File: src/rtl/alu_mul_sequencer.sv
// -----------------------------------------------------------------------------
// alu_mul_sequencer
//
// Drives a shared N-bit combinational ALU to compute an unsigned N x N
// shift-add multiply. It takes one request at a time and issues one ALU
// opcode per cycle: ADD (0000) or SHIFT LEFT (1000). It returns the low N bits
// of the product and flags any overflow.
//
// Ports:
//   clk, rst          single clock; synchronous active-high reset
//   req_valid/ready   request handshake; req_a = multiplicand, req_b = multiplier
//   resp_valid/ready  response handshake; resp_product = (a*b) mod 2^N,
//                     resp_overflow = true product >= 2^N,
//                     resp_zero = (resp_product == 0)
//   alu_a, alu_b,     operands and opcode driven to the ALU (Moore, from
//   alu_opcode        state and registers only)
//   alu_out,          ALU result and carry, consumed in the same cycle
//   alu_carry_flag
// -----------------------------------------------------------------------------
module alu_mul_sequencer #(
    parameter int N = 8
) (
    input  logic         clk,
    input  logic         rst,
    input  logic         req_valid,
    output logic         req_ready,
    input  logic [N-1:0] req_a,
    input  logic [N-1:0] req_b,
    output logic         resp_valid,
    input  logic         resp_ready,
    output logic [N-1:0] resp_product,
    output logic         resp_overflow,
    output logic         resp_zero,
    output logic [N-1:0] alu_a,
    output logic [N-1:0] alu_b,
    output logic [3:0]   alu_opcode,
    input  logic [N-1:0] alu_out,
    input  logic         alu_carry_flag
);

    localparam logic [3:0] OP_ADD = 4'b0000;
    localparam logic [3:0] OP_SHL = 4'b1000;
    localparam logic [3:0] OP_NOP = 4'b1111;

    typedef enum logic [1:0] {
        IDLE,
        ADD,
        SHIFT,
        DONE
    } state_t;

    state_t       state;
    state_t       state_next;
    logic [N-1:0] acc;
    logic [N-1:0] mcand;
    logic [N-1:0] mplier;
    logic         ovf;
    // Sticky: mcand has shifted a set bit out of the top, so any later ADD
    // uses a truncated multiplicand and the true product cannot fit in N bits.
    logic         lost;

    always_ff @(posedge clk) begin
        if (rst) begin
            state  <= IDLE;
            acc    <= '0;
            mcand  <= '0;
            mplier <= '0;
            ovf    <= 1'b0;
            lost   <= 1'b0;
        end else begin
            state <= state_next;
            case (state)
                IDLE: begin
                    if (req_valid) begin
                        acc    <= '0;
                        mcand  <= req_a;
                        mplier <= req_b;
                        ovf    <= 1'b0;
                        lost   <= 1'b0;
                    end
                end
                ADD: begin
                    acc <= alu_out;
                    ovf <= ovf | alu_carry_flag | lost;
                end
                SHIFT: begin
                    mcand  <= alu_out;
                    lost   <= lost | mcand[N-1];
                    mplier <= mplier >> 1;
                end
                default: ;
            endcase
        end
    end

    always_comb begin
        state_next    = state;
        req_ready     = 1'b0;
        resp_valid    = 1'b0;
        resp_product  = '0;
        resp_overflow = 1'b0;
        resp_zero     = 1'b0;
        alu_opcode    = OP_NOP;
        alu_a         = '0;
        alu_b         = '0;
        case (state)
            IDLE: begin
                req_ready = 1'b1;
                if (req_valid) begin
                    if (req_b == '0)
                        state_next = DONE;
                    else if (req_b[0])
                        state_next = ADD;
                    else
                        state_next = SHIFT;
                end
            end
            ADD: begin
                alu_opcode = OP_ADD;
                alu_a      = acc;
                alu_b      = mcand;
                // No multiplier bits left above bit 0: this was the last add.
                state_next = (mplier[N-1:1] == '0) ? DONE : SHIFT;
            end
            SHIFT: begin
                alu_opcode = OP_SHL;
                alu_a      = mcand;
                alu_b      = {{(N-1){1'b0}}, 1'b1};
                // mplier[1] becomes bit 0 after this shift.
                state_next = mplier[1] ? ADD : SHIFT;
            end
            DONE: begin
                resp_valid    = 1'b1;
                resp_product  = acc;
                resp_overflow = ovf;
                resp_zero     = (acc == '0);
                if (resp_ready)
                    state_next = IDLE;
            end
            default: state_next = IDLE;
        endcase
    end

endmodule

File: config.mk
export PLATFORM = sky130hd
export DESIGN_NAME = alu_mul_sequencer
export DESIGN_NICKNAME = d
export VERILOG_FILES = /design/src/rtl/alu_mul_sequencer.sv
export SDC_FILE = /design/constraint.sdc
export NUM_CORES = 1
export LEC_CHECK = 0
export CAP_MARGIN = 20
export CORE_MARGIN = 10
export CORE_UTILIZATION = 46
export DETAILED_ROUTE_END_ITERATION = 10
export HOLD_SLACK_MARGIN = 0.02
export PLACE_DENSITY = 0.85
export SYNTH_ARGS = -nofsm -noshare
export SYNTH_HDL_FRONTEND = slang
export SYNTH_SLANG_ARGS = --single-unit
File: constraint.sdc
create_clock -name clk -period 2.55 [get_ports clk]
set_clock_uncertainty 0.1 [all_clocks]
set_input_delay 0.51 -clock clk [delete_from_list [all_inputs] [get_ports clk]]
set_output_delay 0.51 -clock clk [all_outputs]
set_load 0.005 [all_outputs]
# After elaboration in Yosys (flattened, before gate mapping)
# Index checks and enable logic that the tools add are counted.
word_totals:
  reg_bits: 28
  inputBits: 29
  word_cells: 47
classes:
  n_eq_ne: 5
  n_mux: 24
  bitwise_logic: 3
  n_reduce_logical: 9
op_table:
  columns: ["operator", "n"]
  rows:
  - ["$pmux W8 S2", 5]
  - ["$mux W8", 4]
  - ["$logic_not A8 Y1", 2]
  - ["$mux W2", 5]
  - ["$pmux W2 S4", 1]
  - ["$pmux W4 S2", 1]
  - ["$logic_not A7 Y1", 1]
  - ["$mux W1", 6]
  - ["$reduce_and A2 Y1", 3]
  - ["$eq A2 B2 Y1 const B", 2]
  - ["$ne A2 B2 Y1 const B", 2]
  - ["$pmux W1 S2", 2]
  - ["$reduce_bool A2 Y1", 2]
  - ["$or A1 B1 Y1", 3]
  - ["$eq A2 B1 Y1 const B", 1]
  - ["$logic_not A2 Y1", 1]

# Logic depth before layout (Yosys ltp)
depth:
  ltp_word: 4
  depth_mapped: 9
  ltp_nobuf: 6

# Least setup slack after synthesis
# Ideal clock, no wire load.
synth_timing:
  path_kind: "register -> output"
  start: "register state[0]"
  end: "output port alu_a[0]"
  arrival_time_ns: 1.249
  t_required_ns: 1.940
  setup_slack_ns: 0.691
  stages_incl_launch_ff: 7
  path_buffers: 2
  cell_sequence: "dfxtp_1 -> inv_1 -> ha_1 -> buf_4 -> buf_1 -> a22oi_1 -> nor2_1"
synth_between:
  elab_chain_len: 2
  elab_cells_between_ends: 3
synth_rtl:
  columns: ["item", "line_no", "rtl"]
  rows:
  - ["start, declared", "52", "state_t state;"]
  - ["start signal, assigned", "71", "state <= state_next;"]
  - ["$eq A2 B2 Y1 / $eq A2 B1 Y1 (equally long branches)", "106", "case (state)"]
  - ["$pmux W8 S2 (*)", "106", null]
  - ["end, declared", "34", "output logic [N-1:0] alu_a,"]
# Every way passes the cells marked *; elsewhere a longest branch is shown, timed or not.

# Final worst setup path
layout_timing:
  start: "register state[0]"
  end: "output port alu_a[6]"
# Same word-level chain as after synthesis.

==> summary.txt <==
status: finished, final reports clean
CP Capture Type: output port
DP HPWL: 3570 µm
Worst Hold Class: flip-flop to flip-flop
GRT busiest layer: met2
leading cell type in the layout, fill and taps excluded: clkdlybuf4s50_1
GR Util met3: 2.10%
cell accounting for the most synthesized area: dfxtp_1
gr ovfl total: 0
Post-Synthesis Cells: 177
Pwr Total: 1.76 mW
final WL: 4600 µm
Area after DPL: 0.00214 mm²
syn_nets: 211
Port Buffers: 60
post-synthesis instance area: 0.00151 mm²
Tmin final: 2.48 ns
worst reg2reg setup slack: 0.57 ns
met1 global-route usage: 19.1%
Switching Share: 39.9%
post-route ant nets: 0
Crit Path Class: flip-flop to output port
Core Region: 0.00310 mm²
Hold Crit Depth: 2
pwr/cell area: 780 mW/mm²
Achievable Freq: 0.404 GHz
fin crit share: 97.1%
via count: 1522
Seq/Total Area, Yosys: 35.8%
RD Place Congestion: 0.871
GR Util met2: 24.7%
largest cells by area after synthesis: dfxtp_1 (36%), mux2i_1 (9.3%), a22oi_1 (8.0%)
GRT Total Usage: 15.0%
final setup vio count: 0
num ports: 61
initial core utilization: 48.7%
row count: 20
share of the synthesized area in the top cell type: 35.8%
area delta synth->final: 49.3%
initial antenna violation count: 0
clock root buffer: clkbuf_4
CTS H-tree depth: 1
RR Startpoint: state[0]
Comb pwr share: 53.5%
Reg power frac: 35.9%
WP data required: 1.94 ns
number of library cell types mapped by synthesis: 32
DRC Markers: 0
DRT Pass-1 Iters: 4
Clock Power Share: 10.6%
Max Cap Viol: 0
#FFs+latches synth: 27
P_sw: 702 µW
maximum VDD drop: 406 µV
leak pwr: 0.916 nW
NumNets Final: 271
die width: 77.3 µm
WP data arrival: 1.87 ns
Slew @ Worst Pin: 0.593 ns
# hold bufs at CTS: 0
die footprint: 0.00597 mm²
Avg WL per Cell: 16.4 µm
CTS tree: yes
Final Hold Fails: 0
hold endpoint: ovf
RSZ-0062 raised after global routing: no
ant diodes: 0
first-pass GRT wire length: 7580 µm
largest net degree at the start of global routing: 28
Num CTS Buffers: 3
clk_lat worst skew: 0.33 ns
die height: 77.3 µm
relative slew slack: 60.2%
Final Instance Area: 0.00225 mm²
Initial DRC Count: 135
clk slew on worst S/H paths: 0.16 ns
worst r2r path cells: 8
Sink Count: 27
Hold Startpoint: ovf
vias per inst: 5.44
Int Power: 1.06 mW
share of layout cells above drive strength 1: 11.0%
Crit Reg-Reg Endpoint: mcand[0]
Syn. warnings: 0
vias in the first global route: 1492
Synth Area per Inst: 8.53 µm²
Fin Setup TNS: 0 ns
CP max FO: 19
Max Slew Vio Count: 0
CTS Buffer Depth: 2
CP startpoint kind: flip-flop
most frequent cells in the layout: clkdlybuf4s50_1 (55), nor2_1 (32), dfxtp_1 (25), a22oi_1 (16), a211oi_1 (15)
[logic make-up after synthesis]
| group | count (synthesis) | synth area share [%] |
|---|---|---|
| AND/OR/NAND/NOR | 62 | 21.2 |
| multiplexers | 14 | 9.28 |
| AO/OA/AOI/OAI | 47 | 22.0 |
| adder cells (fa/ha/maj) | 5 | 4.14 |
| flip-flops | 27 | 35.8 |
| buffers and inverters | 22 | 7.54 |
[worst max path at each step]
stage	slack, ns	endpoint	start	depth (start not counted)
final	0.07	alu_a[6]	state[0]	5
after global routing	0.02	alu_a[6]	state[0]	5
after CTS	0.02	alu_a[3]	state[0]	6
after detailed placement	0.13	alu_a[3]	state[1]	5
after global placement	0.21	alu_a[1]	state[1]	5
after floorplan	0.69	alu_a[0]	state[0]	6
[power groups by stage]
stage	clock, mW	combinational (mW)	sequential [mW]
floorplan	0	0.585	0.603
global placement	0	0.832	0.633
detailed placement	0	0.846	0.638
CTS	0.189	0.889	0.633
global route	0.201	1.04	0.650
finish	0.186	0.941	0.632
[per-stage QoR]
stage | setup WS (ns) | instances | utilization (%) | hold slack [ns]
3_3_place_gp | 0.208 | 273 | 69.1 | 0.362
5_1_grt | 0.0221 | 280 | 72.7 | 0.418
6_report | 0.0747 | 280 | 72.7 | 0.390
3_5_place_dp | 0.134 | 273 | 69.1 | 0.369
2_1_floorplan | 0.691 | 177 | - | 0.345
4_1_cts | 0.0212 | 277 | 71.0 | 0.386
[Yosys cell counts (all sizes together)]
cell type,number
a22oi,16
o21ai,6
or3,1
nor2,32
nand2,2
or4,2
inv,7
dfxtp,27
a21oi,6
nor3b,1
and2,10
o21a,1
buf,12
nor4b,1
nor3,1
and3,8
a211o,1
ha,5
nand2b,1
clkbuf,3
a221oi,1
mux2i,14
a211oi,15
nor4,3
a311oi,1
[flip-flops by register name, summed over array words and instances, names as in the netlist]
| register | count |
|---|---|
| mcand | 8 |
| ovf | 1 |
| state | 2 |
| acc | 8 |
| lost | 1 |
| mplier | 7 |
[layout make-up]
cell class                      count  area (µm²)
Multi-Input combinational cell    128         893
Inverter                            7        28.8
Fill cell                         247         848
Clock buffer                        3        22.5
Timing Repair Buffer               70         704
Sequential cell                    27         546
Clock inverter                      1        5.00
Tap cell                           44        55.1
[layer usage]
metal | routed length (µm) | share of wire (%)
met5 | 0 | 0
met4 | 55 | 1.2
met3 | 266 | 5.8
met2 | 2260 | 49
met1 | 2020 | 44
[critical path: stages (launching register included)]
cell	delay [ns]
dfxtp_4	0.39
buf_4	0.13
ha_4	0.24
a22oi_1	0.13
nor2_1	0.11
clkdlybuf4s50_1	0.54
[what timing repair did]
item / 4_1_cts / 5_1_grt
gates resized for setup: 10 / 9
pin swaps: 0 / 1
buffers inserted: 0 / 3
setup endpoints to repair: 20 / 10
(Power assumes the default switching activity.)
==> RTL edit: new RTL, same settings <==
Reset style: asynchronous (`rst`), changed in one clocked block. Comments in the files are not updated.
--- a/src/rtl/alu_mul_sequencer.sv
+++ b/src/rtl/alu_mul_sequencer.sv
@@ -60,5 +60,5 @@
     logic         lost;
 
-    always_ff @(posedge clk) begin
+    always_ff @(posedge clk or posedge rst) begin
         if (rst) begin
             state  <= IDLE;
Function: differs if rst is asserted again (counterexample within 4 cycles, from zero or initial values and one cycle with rst high); with rst held inactive, the same outputs for 10 cycles.
==> RTL edit against the original RTL <==
  * Synthesized cell count is 4.5% lower
  * Non-clock buffer count rose by 5
  * Sequential power grew 33%
  * Setup slack lost 0.037 ns
  * Sequential cell count is the same
  * Critical endpoint is now resp_product[5]
  * Cell area is 7.5% higher
  * Total power increased by 62%
  * Routed wire length is 7.7% higher
  * Area after synthesis is 5.3% higher
==> RTL edit: results (changes against the original RTL) <==
outcome completed (unchanged); DR WL/cell 17.6 um (was 16.4 um); vias in the first global route 1543 (was 1492); WL met1 1980 um (was 2020 um); Seq/Total Area, Yosys 42.5% (was 35.8%); WL met2 2570 um (was 2260 um); Hold Crit Class in2async (was reg2reg); GRT Util Overall 15.4% (was 15.0%); Post-Synth Adder-Cell Area 3.93% (was 4.14%); met3 Use GR 2.93% (was 2.10%); P_comb 1.82 mW (was 941 uW); first-pass GRT wire length 7800 um (was 7580 um); sw frac 42.4% (was 39.9%); RD Place Congestion 0.777 (was 0.871); CP peak stage delay 0.50 ns (was 0.54 ns); CP max FO 9 (was 19); met1 GRT Util 18.8% (was 19.1%); Compound-Gate Fraction of Synth Area 19.0% (was 22.0%); Post-Place Setup Slack 0.211 ns (was 0.134 ns); Synth top cells by count dfrtp_1 (27), nand2_1 (17), o21ai_0 (15) (was nor2_1 (32), dfxtp_1 (27), a22oi_1 (16)); FILL cells 263 (was 247); CP startpoint state[0] (unchanged); Reg-to-Reg Start state[1] (was state[0]); seq pwr 843 uW (was 632 uW); Worst-Margin Slew 0.725 ns (was 0.593 ns); placed wire-length estimate 3560 um (was 3570 um); share of post-route cells with drive strength above 1 13.1% (was 11.0%); Distinct cells, synth 31 (was 32); met2 Resource Use GR 26.3% (was 24.7%); CP Data Arrival Time 1.90 ns (was 1.87 ns)
## RTL edit: changes by cell type after synthesis, moves of 3 or more
cell | unedited run | this run
o21ai_0 | 4 | 15
nor2_1 | 32 | 12
a211oi_1 | 15 | 0
dfrtp_1 | 0 | 27
a22o_1 | 0 | 8
buf_4 | 5 | 2
nor2b_1 | 0 | 3
dfxtp_1 | 27 | 0
nand2_1 | 2 | 17
a22oi_1 | 16 | 8
## RTL edit: timing repair
| item | 4_1_cts | 5_1_grt |
|---|---|---|
| buffers inserted | 5 | 2 |
| pin swaps | 0 | 1 |
| endpoints found under the setup margin | 20 | 16 |
| resized for setup | 16 | 20 |
## RTL edit: cells by family (layout without fill, tap and decap cells)
logic type	count (synthesis)	after routing
buffers and inverters	19	86
DFF	27	27
and+or+nand+nor	58	58
adders and majority gates	5	5
muxes	14	14
AOI/OAI and AO/OA	46	46
## RTL edit: area by class of cell
type,instances,area [sq um],share of cell area [%]
Sequential cell,27,676,27.9
Inverter,7,28.8,1.19
Multi-Input combinational cell,123,866,35.7
Clock buffer,4,26.3,1.08
Timing Repair Buffer,75,771,31.8
Tap cell,46,57.6,2.37
## RTL edit: final timing paths
kind                            depth (start not counted)  slack (ns)              end
worst max-delay path                                    5        0.04  resp_product[5]
worst min-delay path                                    3        0.41        mplier[4]
worst max register to register                          7        0.53         mcand[6]
worst min register to register                          2        0.42         mcand[5]
max in group asynchronous                               3        1.68             lost
min in group clk                                        2        0.42         mcand[5]
## RTL edit: metrics by stage
stage	std cells	hold WS (ns)	instance area, sq um	setup TNS [ns]	power [mW]
after floorplan	169	0.361	1590	0	1.77
after global placement	271	0.381	2230	0	2.35
after detailed placement	271	0.392	2230	0	2.41
after CTS	280	0.424	2340	-0.0182	2.75
after global routing	282	0.473	2420	-0.149	3.08
final	282	0.413	2420	0	2.85
